===== config.mk =====
export PLATFORM = sky130hd
export DESIGN_NAME = mem_port_arbiter_flat
export DESIGN_NICKNAME = d
export VERILOG_FILES = /design/src/rtl/mem_port_arbiter_pkg.sv /design/src/rtl/mem_port_arbiter_if.sv /design/src/rtl/mem_port_arbiter_burst_counter.sv /design/src/rtl/mem_port_arbiter.sv /design/src/flat_wrapper.sv
export SDC_FILE = /design/constraint.sdc
export NUM_CORES = 1
export LEC_CHECK = 0
export BUFFER_PORTS_ARGS = -buffer_cell sky130_fd_sc_hd__buf_2
export CAP_MARGIN = 10
export CORE_AREA = 3 3 117 119
export CTS_CLUSTER_DIAMETER = 80
export DETAILED_ROUTE_END_ITERATION = 12
export DIE_AREA = 0 0 120 122
export GPL_TIMING_DRIVEN = 1
export HOLD_SLACK_MARGIN = 0.12
export PLACE_DENSITY_LB_ADDON = 0.3
export SLEW_MARGIN = 10
export SYNTH_ARGS = -nofsm -noshare
export SYNTH_HDL_FRONTEND = slang
export SYNTH_SLANG_ARGS = --single-unit

===== constraint.sdc =====
create_clock -name CLK -period 5.39 [get_ports CLK]
set_clock_uncertainty 0.1 [all_clocks]
set_input_delay 0.2695 -clock CLK [delete_from_list [all_inputs] [get_ports CLK]]
set_output_delay 0.2695 -clock CLK [all_outputs]
set_load 0.005 [all_outputs]

===== src/rtl/mem_port_arbiter_pkg.sv =====
// ---------------------------------------------------------------------------
// mem_port_arbiter_pkg
// Shared types and constants for the CPU / debug-loader memory port arbiter:
//   arbState_e  - arbiter FSM states (IDLE, CPU_ACC, DBG_BURST)
//   owner_e     - requester identity used for round-robin and read return
//   WORD_STRIDE - byte distance between consecutive debug burst beats
//   burstBeats  - clamps a requested burst length to the configured maximum
// ---------------------------------------------------------------------------
package mem_port_arbiter_pkg;

  typedef enum logic [1:0] {
    IDLE      = 2'd0,
    CPU_ACC   = 2'd1,
    DBG_BURST = 2'd2
  } arbState_e;

  typedef enum logic {
    OWN_CPU = 1'b0,
    OWN_DBG = 1'b1
  } owner_e;

  localparam int unsigned WORD_STRIDE = 4;

  // Number of beats to perform: min(len + 1, maxBeats).
  function automatic logic [4:0] burstBeats(input logic [3:0] len, input int unsigned maxBeats);
    logic [4:0] reqBeats;
    reqBeats = {1'b0, len} + 5'd1;
    if (reqBeats > 5'(maxBeats)) begin
      burstBeats = 5'(maxBeats);
    end else begin
      burstBeats = reqBeats;
    end
  endfunction

endpackage


===== src/rtl/mem_port_arbiter_if.sv =====
// ---------------------------------------------------------------------------
// mem_port_arbiter_if
// Bundles the arbiter's bus signals.
//   cpu_*  : single-beat CPU port (req/we/addr/wdata in, gnt/rvalid/rdata out)
//   dbg_*  : debug/loader burst port (adds dbg_len = beats - 1)
//   mem_*  : shared memory port (mem_rdata valid one cycle after a read)
//   busy   : debug burst in progress
// Modports:
//   slave  - the arbiter
//   master - requesters and memory model (testbench side)
// ---------------------------------------------------------------------------
interface mem_port_arbiter_if #(
  parameter int unsigned ADDR_W = 32
);

  logic              cpu_req;
  logic              cpu_we;
  logic [ADDR_W-1:0] cpu_addr;
  logic [31:0]       cpu_wdata;
  logic              cpu_gnt;
  logic              cpu_rvalid;
  logic [31:0]       cpu_rdata;

  logic              dbg_req;
  logic              dbg_we;
  logic [ADDR_W-1:0] dbg_addr;
  logic [31:0]       dbg_wdata;
  logic [3:0]        dbg_len;
  logic              dbg_gnt;
  logic              dbg_rvalid;
  logic [31:0]       dbg_rdata;

  logic              mem_en;
  logic              mem_we;
  logic [ADDR_W-1:0] mem_addr;
  logic [31:0]       mem_wdata;
  logic [31:0]       mem_rdata;

  logic              busy;

  modport slave (
    input  cpu_req, cpu_we, cpu_addr, cpu_wdata,
    output cpu_gnt, cpu_rvalid, cpu_rdata,
    input  dbg_req, dbg_we, dbg_addr, dbg_wdata, dbg_len,
    output dbg_gnt, dbg_rvalid, dbg_rdata,
    output mem_en, mem_we, mem_addr, mem_wdata,
    input  mem_rdata,
    output busy
  );

  modport master (
    output cpu_req, cpu_we, cpu_addr, cpu_wdata,
    input  cpu_gnt, cpu_rvalid, cpu_rdata,
    output dbg_req, dbg_we, dbg_addr, dbg_wdata, dbg_len,
    input  dbg_gnt, dbg_rvalid, dbg_rdata,
    input  mem_en, mem_we, mem_addr, mem_wdata,
    output mem_rdata,
    input  busy
  );

endinterface


===== src/rtl/mem_port_arbiter_burst_counter.sv =====
// ---------------------------------------------------------------------------
// burst_counter
// Tracks the remainder of a debug burst.
//   CLK, nReset : clock, asynchronous active-low reset
//   load        : grant cycle; beat 0 is issued at startAddr this cycle
//   step        : a burst beat is issued this cycle at beatAddr
//   clear       : burst abandoned
//   len         : requested beats minus 1
//   startAddr   : first beat address
//   beatAddr    : address of the next beat (wraps modulo 2^ADDR_W)
//   lastBeat    : the next beat is the final one
//   multiBeat   : the burst being loaded has more than one beat
// The clamped total is sampled at load, and beat 0 (issued in the grant
// cycle) is consumed immediately, so countR holds beats still to issue.
// ---------------------------------------------------------------------------
module burst_counter
  import mem_port_arbiter_pkg::*;
#(
  parameter int unsigned ADDR_W    = 32,
  parameter int unsigned MAX_BEATS = 16
) (
  input  logic              CLK,
  input  logic              nReset,
  input  logic              load,
  input  logic              step,
  input  logic              clear,
  input  logic [3:0]        len,
  input  logic [ADDR_W-1:0] startAddr,
  output logic [ADDR_W-1:0] beatAddr,
  output logic              lastBeat,
  output logic              multiBeat
);

  localparam logic [ADDR_W-1:0] STRIDE = ADDR_W'(WORD_STRIDE);

  logic [4:0]        countR;
  logic [ADDR_W-1:0] addrR;
  logic [4:0]        totalS;

  assign totalS    = burstBeats(len, MAX_BEATS);
  assign multiBeat = (totalS > 5'd1);
  // A count of 0 inside a burst cannot occur; treating it as last keeps the
  // FSM from getting stuck if it ever did.
  assign lastBeat  = (countR <= 5'd1);
  assign beatAddr  = addrR;

  // Remaining-beat counter and next-beat address register.
  always_ff @(posedge CLK or negedge nReset) begin
    if (!nReset) begin
      countR <= 5'd0;
      addrR  <= '0;
    end else if (clear) begin
      countR <= 5'd0;
      addrR  <= '0;
    end else if (load) begin
      countR <= totalS - 5'd1;
      addrR  <= startAddr + STRIDE;
    end else if (step) begin
      countR <= countR - 5'd1;
      addrR  <= addrR + STRIDE;
    end else begin
      countR <= countR;
      addrR  <= addrR;
    end
  end

endmodule


===== src/rtl/mem_port_arbiter.sv =====
// ---------------------------------------------------------------------------
// mem_port_arbiter
// Arbitrates a single memory port between a CPU (single-beat accesses) and a
// debug/loader master (incrementing word bursts of up to MAX_BEATS beats).
// Grants are combinational: the winner's addr/we/wdata reach mem_* in the
// request cycle. Contention is round-robin on a last-winner bit (reset: DBG,
// so the CPU wins first). Read data returns one cycle later to the owner
// recorded at grant.
// Ports:
//   CLK     : clock, rising edge
//   nReset  : asynchronous active-low reset; also forces all outputs to 0
//   bus     : mem_port_arbiter_if.slave (cpu_*, dbg_*, mem_*, busy)
//   contention_cnt (only with ARB_STATS_EN): saturating 16-bit count of
//             cycles with cpu_req=1 and cpu_gnt=0
// Build option: define ARB_STATS_EN to add the contention statistics.
// ---------------------------------------------------------------------------
module mem_port_arbiter
  import mem_port_arbiter_pkg::*;
#(
  parameter int unsigned ADDR_W    = 32,
  parameter int unsigned MAX_BEATS = 16
) (
  input  logic CLK,
  input  logic nReset,
  mem_port_arbiter_if.slave bus
`ifdef ARB_STATS_EN
  ,
  output logic [15:0] contention_cnt
`endif
);

  arbState_e         stateR;
  arbState_e         nextStateS;
  owner_e            lastWinnerR;
  owner_e            lastWinnerS;
  logic              rvPendR;
  owner_e            rvOwnerR;

  logic              cpuGntS;
  logic              dbgGntS;
  logic              memEnS;
  logic              memWeS;
  logic [ADDR_W-1:0] memAddrS;
  logic [31:0]       memWdataS;
  logic              busyS;

  logic              bcLoadS;
  logic              bcStepS;
  logic              bcClearS;
  logic [ADDR_W-1:0] bcAddr;
  logic              bcLast;
  logic              bcMulti;

  burst_counter #(
    .ADDR_W    (ADDR_W),
    .MAX_BEATS (MAX_BEATS)
  ) uBurstCounter (
    .CLK       (CLK),
    .nReset    (nReset),
    .load      (bcLoadS),
    .step      (bcStepS),
    .clear     (bcClearS),
    .len       (bus.dbg_len),
    .startAddr (bus.dbg_addr),
    .beatAddr  (bcAddr),
    .lastBeat  (bcLast),
    .multiBeat (bcMulti)
  );

  // Next-state, grant and memory-port steering.
  always_comb begin
    nextStateS  = stateR;
    lastWinnerS = lastWinnerR;
    cpuGntS     = 1'b0;
    dbgGntS     = 1'b0;
    memEnS      = 1'b0;
    memWeS      = 1'b0;
    memAddrS    = '0;
    memWdataS   = 32'd0;
    busyS       = 1'b0;
    bcLoadS     = 1'b0;
    bcStepS     = 1'b0;
    bcClearS    = 1'b0;
    case (stateR)
      IDLE, CPU_ACC: begin
        // CPU wins if alone, or on contention when DBG won last time.
        if (bus.cpu_req && (!bus.dbg_req || (lastWinnerR == OWN_DBG))) begin
          cpuGntS     = 1'b1;
          memEnS      = 1'b1;
          memWeS      = bus.cpu_we;
          memAddrS    = bus.cpu_addr;
          memWdataS   = bus.cpu_wdata;
          lastWinnerS = OWN_CPU;
          nextStateS  = CPU_ACC;
        end else if (bus.dbg_req) begin
          dbgGntS     = 1'b1;
          memEnS      = 1'b1;
          memWeS      = bus.dbg_we;
          memAddrS    = bus.dbg_addr;
          memWdataS   = bus.dbg_wdata;
          lastWinnerS = OWN_DBG;
          bcLoadS     = 1'b1;
          // The grant cycle is beat 0 of a multi-beat burst, so busy
          // already covers it; single-beat debug accesses never go busy.
          if (bcMulti) begin
            nextStateS = DBG_BURST;
            busyS      = 1'b1;
          end else begin
            nextStateS = IDLE;
          end
        end else begin
          nextStateS = IDLE;
        end
      end
      DBG_BURST: begin
        busyS = 1'b1;
        if (bus.dbg_req) begin
          dbgGntS   = 1'b1;
          memEnS    = 1'b1;
          memWeS    = bus.dbg_we;
          memAddrS  = bcAddr;
          memWdataS = bus.dbg_wdata;
          bcStepS   = 1'b1;
          if (bcLast) begin
            nextStateS = IDLE;
          end else begin
            nextStateS = DBG_BURST;
          end
        end else begin
          // Requester withdrew: abort with no access this cycle.
          bcClearS   = 1'b1;
          nextStateS = IDLE;
        end
      end
      default: begin
        nextStateS = IDLE;
      end
    endcase
  end

  // FSM state, round-robin bit and read-return tracking.
  always_ff @(posedge CLK or negedge nReset) begin
    if (!nReset) begin
      stateR      <= IDLE;
      lastWinnerR <= OWN_DBG;
      rvPendR     <= 1'b0;
      rvOwnerR    <= OWN_CPU;
    end else begin
      stateR      <= nextStateS;
      lastWinnerR <= lastWinnerS;
      rvPendR     <= memEnS && !memWeS;
      rvOwnerR    <= dbgGntS ? OWN_DBG : OWN_CPU;
    end
  end

  // Combinational grant paths are forced low while reset is asserted.
  assign bus.cpu_gnt   = nReset & cpuGntS;
  assign bus.dbg_gnt   = nReset & dbgGntS;
  assign bus.mem_en    = nReset & memEnS;
  assign bus.mem_we    = nReset & memWeS;
  assign bus.mem_addr  = nReset ? memAddrS : '0;
  assign bus.mem_wdata = nReset ? memWdataS : 32'd0;
  assign bus.busy      = nReset & busyS;

  assign bus.cpu_rvalid = rvPendR && (rvOwnerR == OWN_CPU);
  assign bus.dbg_rvalid = rvPendR && (rvOwnerR == OWN_DBG);
  assign bus.cpu_rdata  = bus.cpu_rvalid ? bus.mem_rdata : 32'd0;
  assign bus.dbg_rdata  = bus.dbg_rvalid ? bus.mem_rdata : 32'd0;

`ifdef ARB_STATS_EN
  logic [15:0] contentionCntR;

  // Saturating count of cycles in which the CPU requests but is not granted.
  always_ff @(posedge CLK or negedge nReset) begin
    if (!nReset) begin
      contentionCntR <= 16'd0;
    end else if (bus.cpu_req && !cpuGntS && (contentionCntR != 16'hFFFF)) begin
      contentionCntR <= contentionCntR + 16'd1;
    end else begin
      contentionCntR <= contentionCntR;
    end
  end

  assign contention_cnt = contentionCntR;
`endif

endmodule


===== src/flat_wrapper.sv =====
// flat-port wrapper written by rule: the top's interface ports become plain ports
module mem_port_arbiter_flat import mem_port_arbiter_pkg::*;
#(
  parameter int unsigned ADDR_W    = 32,
  parameter int unsigned MAX_BEATS = 16
)
  (CLK, nReset, bus_cpu_req, bus_cpu_we, bus_cpu_addr, bus_cpu_wdata, bus_cpu_gnt, bus_cpu_rvalid, bus_cpu_rdata, bus_dbg_req, bus_dbg_we, bus_dbg_addr, bus_dbg_wdata, bus_dbg_len, bus_dbg_gnt, bus_dbg_rvalid, bus_dbg_rdata, bus_mem_en, bus_mem_we, bus_mem_addr, bus_mem_wdata, bus_mem_rdata, bus_busy);
  mem_port_arbiter_if #(.ADDR_W(ADDR_W)) bus_i ();
  input  logic CLK;
  input  logic nReset;
  input wire logic [$bits(bus_i.cpu_req)-1:0] bus_cpu_req;
  input wire logic [$bits(bus_i.cpu_we)-1:0] bus_cpu_we;
  input wire logic [$bits(bus_i.cpu_addr)-1:0] bus_cpu_addr;
  input wire logic [$bits(bus_i.cpu_wdata)-1:0] bus_cpu_wdata;
  output wire logic [$bits(bus_i.cpu_gnt)-1:0] bus_cpu_gnt;
  output wire logic [$bits(bus_i.cpu_rvalid)-1:0] bus_cpu_rvalid;
  output wire logic [$bits(bus_i.cpu_rdata)-1:0] bus_cpu_rdata;
  input wire logic [$bits(bus_i.dbg_req)-1:0] bus_dbg_req;
  input wire logic [$bits(bus_i.dbg_we)-1:0] bus_dbg_we;
  input wire logic [$bits(bus_i.dbg_addr)-1:0] bus_dbg_addr;
  input wire logic [$bits(bus_i.dbg_wdata)-1:0] bus_dbg_wdata;
  input wire logic [$bits(bus_i.dbg_len)-1:0] bus_dbg_len;
  output wire logic [$bits(bus_i.dbg_gnt)-1:0] bus_dbg_gnt;
  output wire logic [$bits(bus_i.dbg_rvalid)-1:0] bus_dbg_rvalid;
  output wire logic [$bits(bus_i.dbg_rdata)-1:0] bus_dbg_rdata;
  output wire logic [$bits(bus_i.mem_en)-1:0] bus_mem_en;
  output wire logic [$bits(bus_i.mem_we)-1:0] bus_mem_we;
  output wire logic [$bits(bus_i.mem_addr)-1:0] bus_mem_addr;
  output wire logic [$bits(bus_i.mem_wdata)-1:0] bus_mem_wdata;
  input wire logic [$bits(bus_i.mem_rdata)-1:0] bus_mem_rdata;
  output wire logic [$bits(bus_i.busy)-1:0] bus_busy;
  assign bus_i.cpu_req = bus_cpu_req;
  assign bus_i.cpu_we = bus_cpu_we;
  assign bus_i.cpu_addr = bus_cpu_addr;
  assign bus_i.cpu_wdata = bus_cpu_wdata;
  assign bus_cpu_gnt = bus_i.cpu_gnt;
  assign bus_cpu_rvalid = bus_i.cpu_rvalid;
  assign bus_cpu_rdata = bus_i.cpu_rdata;
  assign bus_i.dbg_req = bus_dbg_req;
  assign bus_i.dbg_we = bus_dbg_we;
  assign bus_i.dbg_addr = bus_dbg_addr;
  assign bus_i.dbg_wdata = bus_dbg_wdata;
  assign bus_i.dbg_len = bus_dbg_len;
  assign bus_dbg_gnt = bus_i.dbg_gnt;
  assign bus_dbg_rvalid = bus_i.dbg_rvalid;
  assign bus_dbg_rdata = bus_i.dbg_rdata;
  assign bus_mem_en = bus_i.mem_en;
  assign bus_mem_we = bus_i.mem_we;
  assign bus_mem_addr = bus_i.mem_addr;
  assign bus_mem_wdata = bus_i.mem_wdata;
  assign bus_i.mem_rdata = bus_mem_rdata;
  assign bus_busy = bus_i.busy;
  mem_port_arbiter #(.ADDR_W(ADDR_W), .MAX_BEATS(MAX_BEATS)) u_core (.CLK(CLK), .nReset(nReset), .bus(bus_i));
endmodule

Yosys cells after proc, flatten, opt, wreduce, memory -nomap -nowiden
Index checks and enable logic that the tools add are counted.
Cells by class
  order comparisons: 3
  multiplexer cells: 45
  reductions and logical operators: 12
  equal/unequal tests: 2
  add/subtract/negate cells: 5
  bitwise operators: 6
Operators with widths (number)
  $mux W32: 12
  $pmux W32 S2: 2
  $add A32 B3 Y32 const B: 2
  $mux W5: 4
  $mux W1: 17
  $mux W2: 5
  $sub A5 B1 Y5 const B: 2
  $pmux W1 S2: 4
  $add A4 B1 Y5 const B: 1
  $and A1 B1 Y1: 5
  $gt A5 B1 Y1 const B: 1
  $gt A5 B5 Y1 const B: 1
  $le A5 B1 Y1 const B: 1
  $logic_and A1 B1 Y1: 4
  $pmux W2 S2: 1
  $reduce_bool A3 Y1: 1
  $eq A2 B1 Y1 const B: 1
  $eq A2 B2 Y1 const B: 1
  $logic_not A1 Y1: 2
  $logic_not A2 Y1: 1
  $reduce_and A2 Y1: 1
  $reduce_bool A2 Y1: 1
  $reduce_or A2 Y1: 1
  $logic_or A1 B1 Y1: 1
  $not A1 Y1: 1
Word-level totals
  input bits: 170
  flip-flop bits (word level): 42
  output and inout port bits: 135

Logic depth before layout (Yosys ltp)
Gate-level depths: netlist (run 1).
  depth after elaboration: 9
  gate-level depth with buffers: 17

By module
From an unflattened synthesis (run 1), not the netlist that was laid out.
Second synthesis, totals
  cells, all modules: 573
  area total of the unflattened synthesis: 4729.5 um^2
Modules (own cells, without submodules)
  burst_counter: instances 1, cells each 316, area an instance 2857.7 um^2
  mem_port_arbiter: instances 1, cells each 257, area an instance 1871.8 um^2

Least setup slack after synthesis (run 1)
No wires, ideal clock.
  path kind: reg2reg
  start: register u_core.stateR[1]
  end: register u_core.uBurstCounter.addrR[26], in the netlist u_core.uBurstCounter.beatAddr[26]
  slack: 1638 ps
  stages on the path, launching flop included: 18
  buffers on the path: 5
  arrival: 3526 ps
  cells stage by stage: dfrtp_1 > nand2b_4 > nor2_4 > buf_2 > buf_2 > clkbuf_1 > clkbuf_1 > nand2_1 > nand2_1 > ha_1 > clkbuf_1 > nand2_1 > nor3_2 > o2bb2ai_4 > o211ai_4 > nor4_1 > xor2_1 > a221o_1
On the way
  cells in the longest elaborated chain, start to end: 5
  elaborated cells on any way between the ends: 10
  classes of those cells: eq/ne: 2; mux: 5; reduce/logical: 3
RTL lines
  from (decl): line mem_port_arbiter.sv:32  | arbState_e stateR;
  from (signal assigned): line mem_port_arbiter.sv:149  | stateR <= nextStateS;
  $eq A2 B1 Y1 or $logic_not A2 Y1 (tied branches): line mem_port_arbiter.sv:84  | case (stateR)
  $reduce_or A2 Y1: line mem_port_arbiter.sv:84
  $mux W1: line mem_port_arbiter.sv:84
  $mux W32: line mem_port_arbiter_burst_counter.sv:55  | end else if (load) begin
  $mux W32: line mem_port_arbiter_burst_counter.sv:52  | end else if (clear) begin
  to (signal assigned): line mem_port_arbiter_burst_counter.sv:57  | addrR <= startAddr + STRIDE;
  to (signal assigned): line mem_port_arbiter_burst_counter.sv:60  | addrR <= addrR + STRIDE;
  to (signal assigned): line mem_port_arbiter_burst_counter.sv:63  | addrR <= addrR;
  to (decl): line mem_port_arbiter_burst_counter.sv:37  | logic [ADDR_W-1:0] addrR;
Several ways; a longest one is shown, not always the timed one.
A chain may end at the register's enable or synchronous reset.

Worst setup path in the final report (run 1)
  start: register u_core.lastWinnerR
  end: register u_core.uBurstCounter.addrR[26], in the netlist u_core.uBurstCounter.beatAddr[26]
On the way
  cells in the longest elaborated chain, start to end: 6
  elaborated cells on any way between the ends: 7
  classes of those cells: mux: 4; reduce/logical: 3
RTL lines
  from (decl): line mem_port_arbiter.sv:34  | owner_e lastWinnerR;
  from (signal assigned): line mem_port_arbiter.sv:150  | lastWinnerR <= lastWinnerS;
  $logic_or A1 B1 Y1 *: line mem_port_arbiter.sv:87  | if (bus.cpu_req && (!bus.dbg_req || (lastWinnerR == OWN_DBG))) begin
  $logic_and A1 B1 Y1 *: line mem_port_arbiter.sv:87
  $mux W1 *: line mem_port_arbiter.sv:87
  $mux W1 *: line mem_port_arbiter.sv:84
  $mux W32: line mem_port_arbiter_burst_counter.sv:55
  $mux W32: line mem_port_arbiter_burst_counter.sv:52
Mark *: on every way between the ends. The rest lies on a longest branch, timed or not.

==> impl_metrics.tcl, run 1 <==
set metrics [dict create \
    fmax_ghz 0.260 \
    synth_top_area_frac 0.202 \
    hpwlAfterDp_mm 15.2 \
    hold_violations 0 \
    num_vias 6476 \
    crit_type "reg -> reg" \
    arrival_ns 3.92 \
    drtIter0Drc 616 \
    cts_post_setup_buffers_inserted 0 \
    post_cts_resized 0 \
    dp_slack_ns 1.54 \
    cts_tree "built" \
    ys_seq_area_frac 0.207 \
    netlist_instances 686 \
    period_share 0.714 \
    cp_data_required_time_ns 5.46 \
    cap_violations 0 \
    reg2reg_from "u_core.lastWinnerR" \
    initial_utilization 0.400 \
    path_max_fanout 38 \
    route.detailed.drc 0 \
    syn_to_final_growth_pct 33.7 \
    drt-wirelength-per-cell_um 18.4 \
    root_buffer "clkbuf_16" \
    status "finished clean" \
    antenna_found_initial 0 \
    cts_made_buffers 5 \
    synth-async-reset-ratio 1.00 \
    synth_most_common_cell "nor2_1" \
    stdcell_count 1117 \
    timing.final.crit_period_ns 3.85 \
    drtAntennaViolNets 0 \
    clock_latency_ns 0.29 \
    dieWidth_um 120 \
    end_kind "register" \
    max_slew_margin 0.168 \
    synth_edf_count 0 \
    tightest_slew_ns 1.25 \
    core-area_um2 12700 \
    yosysTopAreaCell "dfrtp_1" \
    totalWireLength_mm 20.5 \
    critPathLaunch "u_core.lastWinnerR" \
    p_leak_nw 3.44 \
    worstHoldStart "bus_dbg_addr[0]" \
    syn_area_um2 5070 \
    layout_setup_ws_ns 1.54 \
    grt_max_degree 95 \
    synth_commonest_cells "89 x nor2_1, 53 x nand2_1, 48 x clkbuf_1" \
    nets 1117 \
    syn_nets 861 \
    worstHoldPathType "in -> reg" \
    cts.sinks 42 \
    gp_congestion 0.926 \
    path_clk_slew_ns 0.07 \
    htreeDepth 2 \
    ir_drop_v 0.000211 \
    drt_first_pass_iters 8 \
    slew_violations 0 \
    grt-ovfl-total 0 \
    grt_pass1_vias 5906 \
    rsz0062_at_grt "no" \
    clockBufferDepth 2 \
    ys_types 71 \
    grt_pass1_wl_mm 31.5 \
    ys_ff_latch 42 \
    place_inst 1105 \
    dieArea_um2 14600 \
    fin_tns_setup_ns 0 \
    synthTopCellsByArea "dfrtp_1 20%, nor2_1 6.6%, a22oi_1 6.2%" \
    setup_viol 0 \
    ys_warn_count 0 \
    io_buffers 304 \
    drive_above_1_share 0.372 \
    power_density_nw_per_um2 379 \
    grt.total_usage 0.261 \
    num_rows 41 \
    start_kind "register" \
    pin_count 305 \
    die_h_um 122 \
    avgViaCountPerCell 5.80 \
    synth_top_flop_cell "dfrtp_1" \
    postSynthAreaPerCell_um2 7.39 \
]
-- critical path: stages, from the launching register on --
cell and delay, ns:
dfstp_2 0.56, nand2_1 0.26, nand2_2 0.70, nand2_1 0.13, nand2_1 0.10, ha_1 0.33, nand2_1 0.11, nor3_2 0.21
o2bb2ai_4 0.18, o211ai_4 0.18, nor4_1 0.39, xor2_1 0.12, a221o_1 0.35
-- kinds of logic after synthesis --
kind of cell    after synthesis  synth area share
compound gates              192             0.288
xor+xnor                     28            0.0483
fa+ha+maj                     5            0.0123
buf+inv                      77            0.0624
flops                        42             0.207
mux                          19            0.0407
simple gates                323             0.341
-- power breakdown --
group	internal (mW)	switching, mW
combinational	0.668	0.867
sequential	0.466	0.262
clock	0.172	0.138
total	1.31	1.27
-- flip-flops by register name, summed over array words and instances (netlist names) --
signal and flops:
u_core.lastWinnerR 1, u_core.stateR 2, u_core.rvOwnerR 1, u_core.uBurstCounter.countR 5, u_core.rvPendR 1, u_core.uBurstCounter.beatAddr 32
-- stage by stage --
step           utilization  hold slack [ns]  power, mW  instance area [um^2]
6_report             0.535            0.133       2.57                  6780
5_1_grt              0.535            0.155       2.78                  6780
4_1_cts              0.534            0.129       2.55                  6760
3_5_place_dp         0.521           0.0553       2.23                  6610
3_3_place_gp         0.521           0.0543       2.22                  6610
2_1_floorplan            -           -0.126       1.69                  5070
-- final cells by class --
| cell class | instances | area, um^2 |
|---|---|---|
| Fill cell | 1278 | 5890 |
| Multi-Input combinational cell | 567 | 3710 |
| Timing Repair Buffer | 313 | 1600 |
| Sequential cell | 42 | 1050 |
| Tap cell | 172 | 215 |
| Clock buffer | 5 | 125 |
| Inverter | 13 | 48.8 |
| Clock inverter | 3 | 21.3 |
| Antenna cell | 2 | 5.00 |
-- path summary, 6_finish.rpt --
path	endpoint	slack [ns]	cells past startpoint
min in group asynchronous	u_core.uBurstCounter.beatAddr[4]	0.30	2
max in group asynchronous	u_core.lastWinnerR	4.08	3
setup / recovery	u_core.uBurstCounter.beatAddr[26]	1.54	12
setup reg to reg	u_core.uBurstCounter.beatAddr[26]	1.54	12
hold reg to reg	u_core.lastWinnerR	0.42	2
hold / removal	u_core.uBurstCounter.beatAddr[0]	0.13	3
-- layer usage --
layer / GRT usage / wire [um] / vias up
met5: 0 / 0 / -
met2: 0.394 / 9240 / 349
met4: 0.0580 / 232 / 0
met3: 0.0506 / 2040 / 19
met1: 0.384 / 9030 / 3010
li1: - / - / 3098
-- cells in the final DEF, fill, tap and decap left out, types with 6 or more instances in the layout --
| cell type | n |
|---|---|
| nand3_1 | 19 |
| mux2i_1 | 9 |
| and3_1 | 47 |
| dfrtp_1 | 41 |
| a31oi_1 | 9 |
| xor2_1 | 15 |
| nand2_1 | 53 |
| a21oi_1 | 29 |
| inv_1 | 12 |
| nand2b_1 | 8 |
| buf_2 | 304 |
| a221oi_1 | 14 |
| nor2_1 | 89 |
| buf_4 | 7 |
| nor3_1 | 14 |
| mux2_2 | 6 |
| o21ai_0 | 21 |
| a22oi_1 | 42 |
| and2_1 | 38 |
| nand4_1 | 21 |
| a222oi_1 | 27 |
| xnor2_1 | 13 |
-- timing repair --
action                                 CTS  global route
hold buffers                             1             0
endpoints found under the hold margin    5             0
setup endpoints to repair                0             0
(Power assumes the default switching activity.)
==> run 2: changes to the inputs <==
- clock period: 5.39 -> 3.7 ns (I/O delays scaled with it)
==> impl_metrics.tcl, run 2 (synthesized netlist as in run 1, its figures left out) <==
set metrics [dict create \
    status "finished clean" \
    grt_pass1_wl_mm 31.2 \
    grt_max_degree 45 \
    avgViaCountPerCell 5.75 \
    cts_tree "built" \
    design_area_um2 6870 \
    tightest_slew_ns 1.04 \
    ir_drop_v 0.000234 \
    period_share 0.830 \
    clockBufferDepth 2 \
    crit_type "reg -> reg" \
    layout.area.seq_um2 1050 \
    root_buffer "clkbuf_16" \
    power_density_nw_per_um2 546 \
    clkPwrFrac 0.115 \
    start_kind "register" \
    cap_violations 0 \
    cts_post_setup_buffers_inserted 0 \
    cts.sinks 42 \
    route.detailed.drc 0 \
    final_common_cell "buf_2" \
    io_buffers 304 \
    n_antenna_cell 0 \
    final_util 0.542 \
    drt_first_pass_iters 7 \
    cts_made_buffers 5 \
    die_h_um 122 \
    path_max_fanout 11 \
    hpwlAfterDp_mm 15.4 \
    whs_path_depth 3 \
    end_kind "register" \
    largest_reg_flops 32 \
    worstHoldPathType "in -> reg" \
    switchingPower_mw 1.83 \
    fill_cells 1240 \
    dieArea_um2 14600 \
    gp_congestion 0.914 \
    critical-path-max-stage-delay_ns 0.55 \
    grt-ovfl-total 0 \
    place_area_um2 6680 \
    arrival_ns 3.15 \
    path_clk_slew_ns 0.07 \
    multi_input_area_um2 3710 \
    setup_viol 0 \
    initial_utilization 0.400 \
    final_cell_mix "304 x buf_2, 89 x nor2_1, 53 x nand2_1, 47 x and3_1, 42 x a22oi_1" \
    drive_above_1_share 0.375 \
    drt-wirelength-per-cell_um 18.0 \
    pin_count 305 \
    p_leak_nw 3.49 \
    r2r_end "u_core.uBurstCounter.beatAddr[26]" \
    syn_to_final_growth_pct 35.4 \
    htreeDepth 2 \
    timing.final.crit_period_ns 3.07 \
    num_vias 6479 \
    fin_tns_setup_ns 0 \
    nets 1130 \
    p_seq_frac 0.283 \
    p_int_mw 1.92 \
    core-area_um2 12700 \
    fmax_ghz 0.326 \
    grt.total_usage 0.259 \
    antenna_found_initial 0 \
    cp_cell_sequence "nand2_1 -> nand2_2 -> nand2_1 -> nand2_1 -> ha_1 -> nand2_1 -> nor3_2 -> o2bb2ai_4 -> o211ai_4 -> nor4_1 -> xor2_1 -> a221o_1" \
    critical-path-slowest-cell "dfstp_2" \
    dieWidth_um 120 \
    rsz0062_at_grt "no" \
    combPwrFrac 0.602 \
    drtIter0Drc 765 \
    worstHoldStart "bus_cpu_we" \
    totalWireLength_mm 20.3 \
    drtAntennaViolNets 0 \
    hold_violations 0 \
    num_rows 41 \
    cp_data_required_time_ns 3.77 \
    reg2reg_from "u_core.lastWinnerR" \
    ff2ff_path_depth 12 \
    grt_pass1_vias 5903 \
    max_slew_margin 0.307 \
    slew_violations 0 \
    switching_share 0.488 \
    crit_path_frequent_cell "nand2_1" \
    clock_latency_ns 0.29 \
    whs_endpoint "u_core.rvPendR" \
    regToRegSetupSlack_ns 0.63 \
]
[run 2: cell types whose count changed in the layout (fill, tap and decap cells not counted), sizes merged]
cell / change
buf: +9
diode: -2
dlygate4sd3: +4
clkinv: -2
clkbuf: +1
[run 2: worst max path at each step]
| stage | start | end | depth (start not counted) |
|---|---|---|---|
| 6_report | u_core.lastWinnerR | u_core.uBurstCounter.beatAddr[26] | 12 |
| 5_1_grt | u_core.lastWinnerR | u_core.uBurstCounter.beatAddr[26] | 12 |
| 4_1_cts | u_core.lastWinnerR | u_core.uBurstCounter.beatAddr[26] | 12 |
| 3_5_place_dp | u_core.lastWinnerR | u_core.uBurstCounter.beatAddr[26] | 12 |
| 3_3_place_gp | u_core.lastWinnerR | u_core.uBurstCounter.beatAddr[26] | 12 |
| 2_1_floorplan | u_core.stateR[1] | u_core.uBurstCounter.beatAddr[26] | 17 |
[run 2: power groups by stage]
stage	combinational [mW]	sequential [mW]	clock, mW
floorplan	1.60	0.870	0
global placement	2.22	1.06	0
detailed placement	2.24	1.05	0
CTS	2.25	1.05	0.438
global route	2.51	1.11	0.458
finish	2.26	1.06	0.433
[run 2: area by class of cell]
cell class | count | share of cell area
multi-input cells | 567 | 0.541
repair buffers | 326 | 0.247
flip-flops and latches | 42 | 0.153
well taps | 172 | 0.0313
clock buffers | 6 | 0.0188
inverters | 13 | 0.00711
clock inverters | 1 | 0.00109
[run 2: per-layer routing]
| layer | global-route usage | share of wire | vias up |
|---|---|---|---|
| met5 | 0 | 0 | - |
| met4 | 0.0644 | 0.017 | 0 |
| met3 | 0.0566 | 0.10 | 31 |
| met2 | 0.406 | 0.46 | 382 |
| met1 | 0.362 | 0.42 | 2958 |
| li1 | - | - | 3108 |
[run 2: stage by stage]
step                      total power [mW]  worst slack, ns  std cells  hold WS (ns)
after floorplan                       2.47           0.0326        686        -0.211
after global placement                3.28            0.771       1115      0.000684
after global routing                  4.07            0.419       1127         0.152
after detailed placement              3.29            0.674       1115       0.00401
final                                 3.75            0.629       1127         0.137
after CTS                             3.74            0.644       1127         0.134
[run 2: critical path: cells and delay by family, from the launching register on]
kind,cells,cell delay [ns]
and+or+nand+nor,7,1.09
adders and majority gates,1,0.35
AOI/OAI and AO/OA,3,0.72
DFF,1,0.55
xor gates and xnor gates,1,0.13
[run 2: timing repair]
| item | in CTS | in global routing |
|---|---|---|
| hold buffers | 5 | 0 |
| hold endpoints to repair | 12 | 0 |
| gates resized for setup | 0 | 0 |
==> run 3: changes to the inputs <==
- ABC_AREA: not set -> 1
- CORE_AREA: 3 3 117 119 -> not set
- CORE_MARGIN: not set -> 3
- CORE_UTILIZATION: not set -> 40
- DIE_AREA: 0 0 120 122 -> not set
- clock period: 3.7 -> 2.64 ns (I/O delays scaled with it)
==> impl_metrics.tcl, run 3 <==
set metrics [dict create \
    status "finished clean" \
    synth_top_area_frac 0.226 \
    place_area_um2 6650 \
    synthTopCellsByArea "nand2_1 23%, dfrtp_1 21%, nor2_1 10%" \
    yosysTopAreaCell "nand2_1" \
    final_cell_mix "304 x buf_2, 296 x nand2_1, 131 x nor2_1, 110 x inv_1, 68 x nand3_1" \
    max_slew_margin 0.520 \
    rsz0062_at_grt "yes" \
    ff2ff_path_depth 14 \
    regToRegSetupSlack_ns 0.22 \
    netlist_instances 903 \
    htreeDepth 2 \
    worstHoldStart "bus_dbg_len[3]" \
    ys_ff_latch 42 \
    synth_top_flop_cell "dfrtp_1" \
    ys_seq_area_frac 0.213 \
    drtIter0Drc 496 \
    cts.sinks 42 \
    totalWireLength_mm 20.1 \
    pin_count 305 \
    layout.area.seq_um2 1050 \
    grt_max_degree 45 \
    largest_reg_flops 32 \
    cts_tree "built" \
    end_kind "primary output" \
    avgViaCountPerCell 4.98 \
    path_clk_slew_ns 0.07 \
    setup_viol 0 \
    reg2reg_from "u_core.lastWinnerR" \
    slew_violations 0 \
    syn_nets 1078 \
    hpwlAfterDp_mm 16.0 \
    clock_latency_ns 0.30 \
    finalPower_mw 4.68 \
    num_rows 39 \
    synth_edf_count 0 \
    die_h_um 117 \
    period_share 0.970 \
    io_buffers 304 \
    synth-async-reset-ratio 1.00 \
    dieWidth_um 117 \
    whs_endpoint "u_core.uBurstCounter.countR[4]" \
    syn_to_final_growth_pct 40.0 \
    power_density_nw_per_um2 676 \
    dieArea_um2 13700 \
    ir_drop_v 0.000353 \
    root_buffer "clkbuf_16" \
    hold_slack_ns 0.119 \
    fill_cells 1218 \
    route.detailed.drc 0 \
    fmax_ghz 0.390 \
    cts_made_buffers 5 \
    drt-wirelength-per-cell_um 14.7 \
    crit_type "reg -> out" \
    cp_data_required_time_ns 2.41 \
    fin_tns_setup_ns 0 \
    start_kind "register" \
    drtAntennaViolNets 0 \
    whs_path_depth 4 \
    final_common_cell "buf_2" \
    cap_violations 0 \
    ys_warn_count 0 \
    grt_pass1_vias 5935 \
    gp_congestion 0.964 \
    syn_area_um2 4950 \
    tightest_slew_ns 0.718 \
    timing.final.crit_period_ns 2.56 \
    drive_above_1_share 0.316 \
    ys_types 32 \
    core-area_um2 11800 \
    r2r_end "u_core.uBurstCounter.beatAddr[19]" \
    antenna_found_initial 0 \
    arrival_ns 2.33 \
    hold_violations 0 \
    grt_pass1_wl_mm 29.8 \
    initial_utilization 0.421 \
    grt-ovfl-total 0 \
    clockBufferDepth 2 \
    path_max_fanout 44 \
    postSynthAreaPerCell_um2 5.48 \
    num_vias 6814 \
    p_leak_nw 4.02 \
    synth_most_common_cell "nand2_1" \
    grt.total_usage 0.275 \
    design_area_um2 6930 \
    worstHoldPathType "in -> reg" \
    synth_commonest_cells "298 x nand2_1, 134 x nor2_1, 113 x inv_1" \
    drt_first_pass_iters 5 \
    multi_input_area_um2 3230 \
    nets 1376 \
]
[run 3: changes by cell type in the layout (fill, tap and decap cells not counted), sizes merged, moves of 15 or more]
cell	delta
nor2	+60
o21ai	+31
nand2	+251
nand3	+46
and2	-38
a21oi	+30
a22oi	-42
nand4	-15
nor3	-17
and3	-47
nand3b	+17
inv	+103
a222oi	-27
[run 3: through the flow]
step,cells,utilization,worst slack [ns]
4_1_cts,1357,0.580,0.0353
5_1_grt,1366,0.589,-0.0658
3_5_place_dp,1346,0.565,0.205
2_1_floorplan,903,-,0.486
3_3_place_gp,1346,0.565,0.229
6_report,1367,0.589,0.0787
[run 3: worst max path at each step]
stage,from,to,slack [ns]
global route,u_core.lastWinnerR,bus_mem_wdata[31],-0.07
global placement,u_core.lastWinnerR,u_core.uBurstCounter.beatAddr[30],0.23
CTS,u_core.stateR[1],bus_mem_addr[10],0.04
floorplan,u_core.stateR[1],u_core.uBurstCounter.beatAddr[28],0.49
finish,u_core.lastWinnerR,bus_mem_wdata[31],0.08
detailed placement,u_core.stateR[1],u_core.uBurstCounter.beatAddr[14],0.20
[run 3: cell type report]
cell class	instances	area share
multi-input cells	699	0.466
repair buffers	335	0.265
flip-flops and latches	42	0.152
inverters	117	0.0645
well taps	164	0.0296
clock buffers	5	0.0181
clock inverters	3	0.00307
repair inverters	1	0.00108
diodes	1	0.000361
[run 3: power by group]
group / internal [mW] / total (mW) / switching (mW) / leakage (nW)
clock network: 0.351 / 0.636 / 0.285 / 0.0698
registers: 0.939 / 1.15 / 0.214 / 0.538
logic: 1.07 / 2.89 / 1.82 / 3.41
[run 3: routing by layer]
layer / global-route usage / vias to the layer above / wire (um)
li1: - / 3452 / -
met1: 0.375 / 3019 / 8480
met2: 0.460 / 313 / 9330
met3: 0.0360 / 30 / 1810
met4: 0.0749 / 0 / 477
met5: 0 / - / 0
[run 3: cells by family (layout without fill, tap and decap cells)]
group | Yosys count | after routing | share of synthesized area
adder cells (fa/ha/maj) | 5 | 5 | 0.0126
AND/OR/NAND/NOR | 549 | 549 | 0.478
other | 0 | 1 | 0
AO/OA/AOI/OAI | 143 | 143 | 0.155
XOR/XNOR | 2 | 2 | 0.00354
buffers and inverters | 162 | 461 | 0.139
flip-flops | 42 | 42 | 0.213
[run 3: timing repair]
action,CTS,global route
endpoints found under the setup margin,0,58
resized for setup,0,10
hold endpoints to repair,43,0
hold buffers,3,0
setup buffers,0,8
[run 3: critical path: stages (launching register included)]
cell	delay (ns)
dfstp_2	0.52
inv_1	0.04
nand2_1	0.09
nand2_4	0.12
nand2_8	0.16
buf_16	0.23
clkinvlp_4	0.15
nor2_2	0.14
buf_4	0.19
nor2_1	0.07
a22o_1	0.19
buf_2	0.12
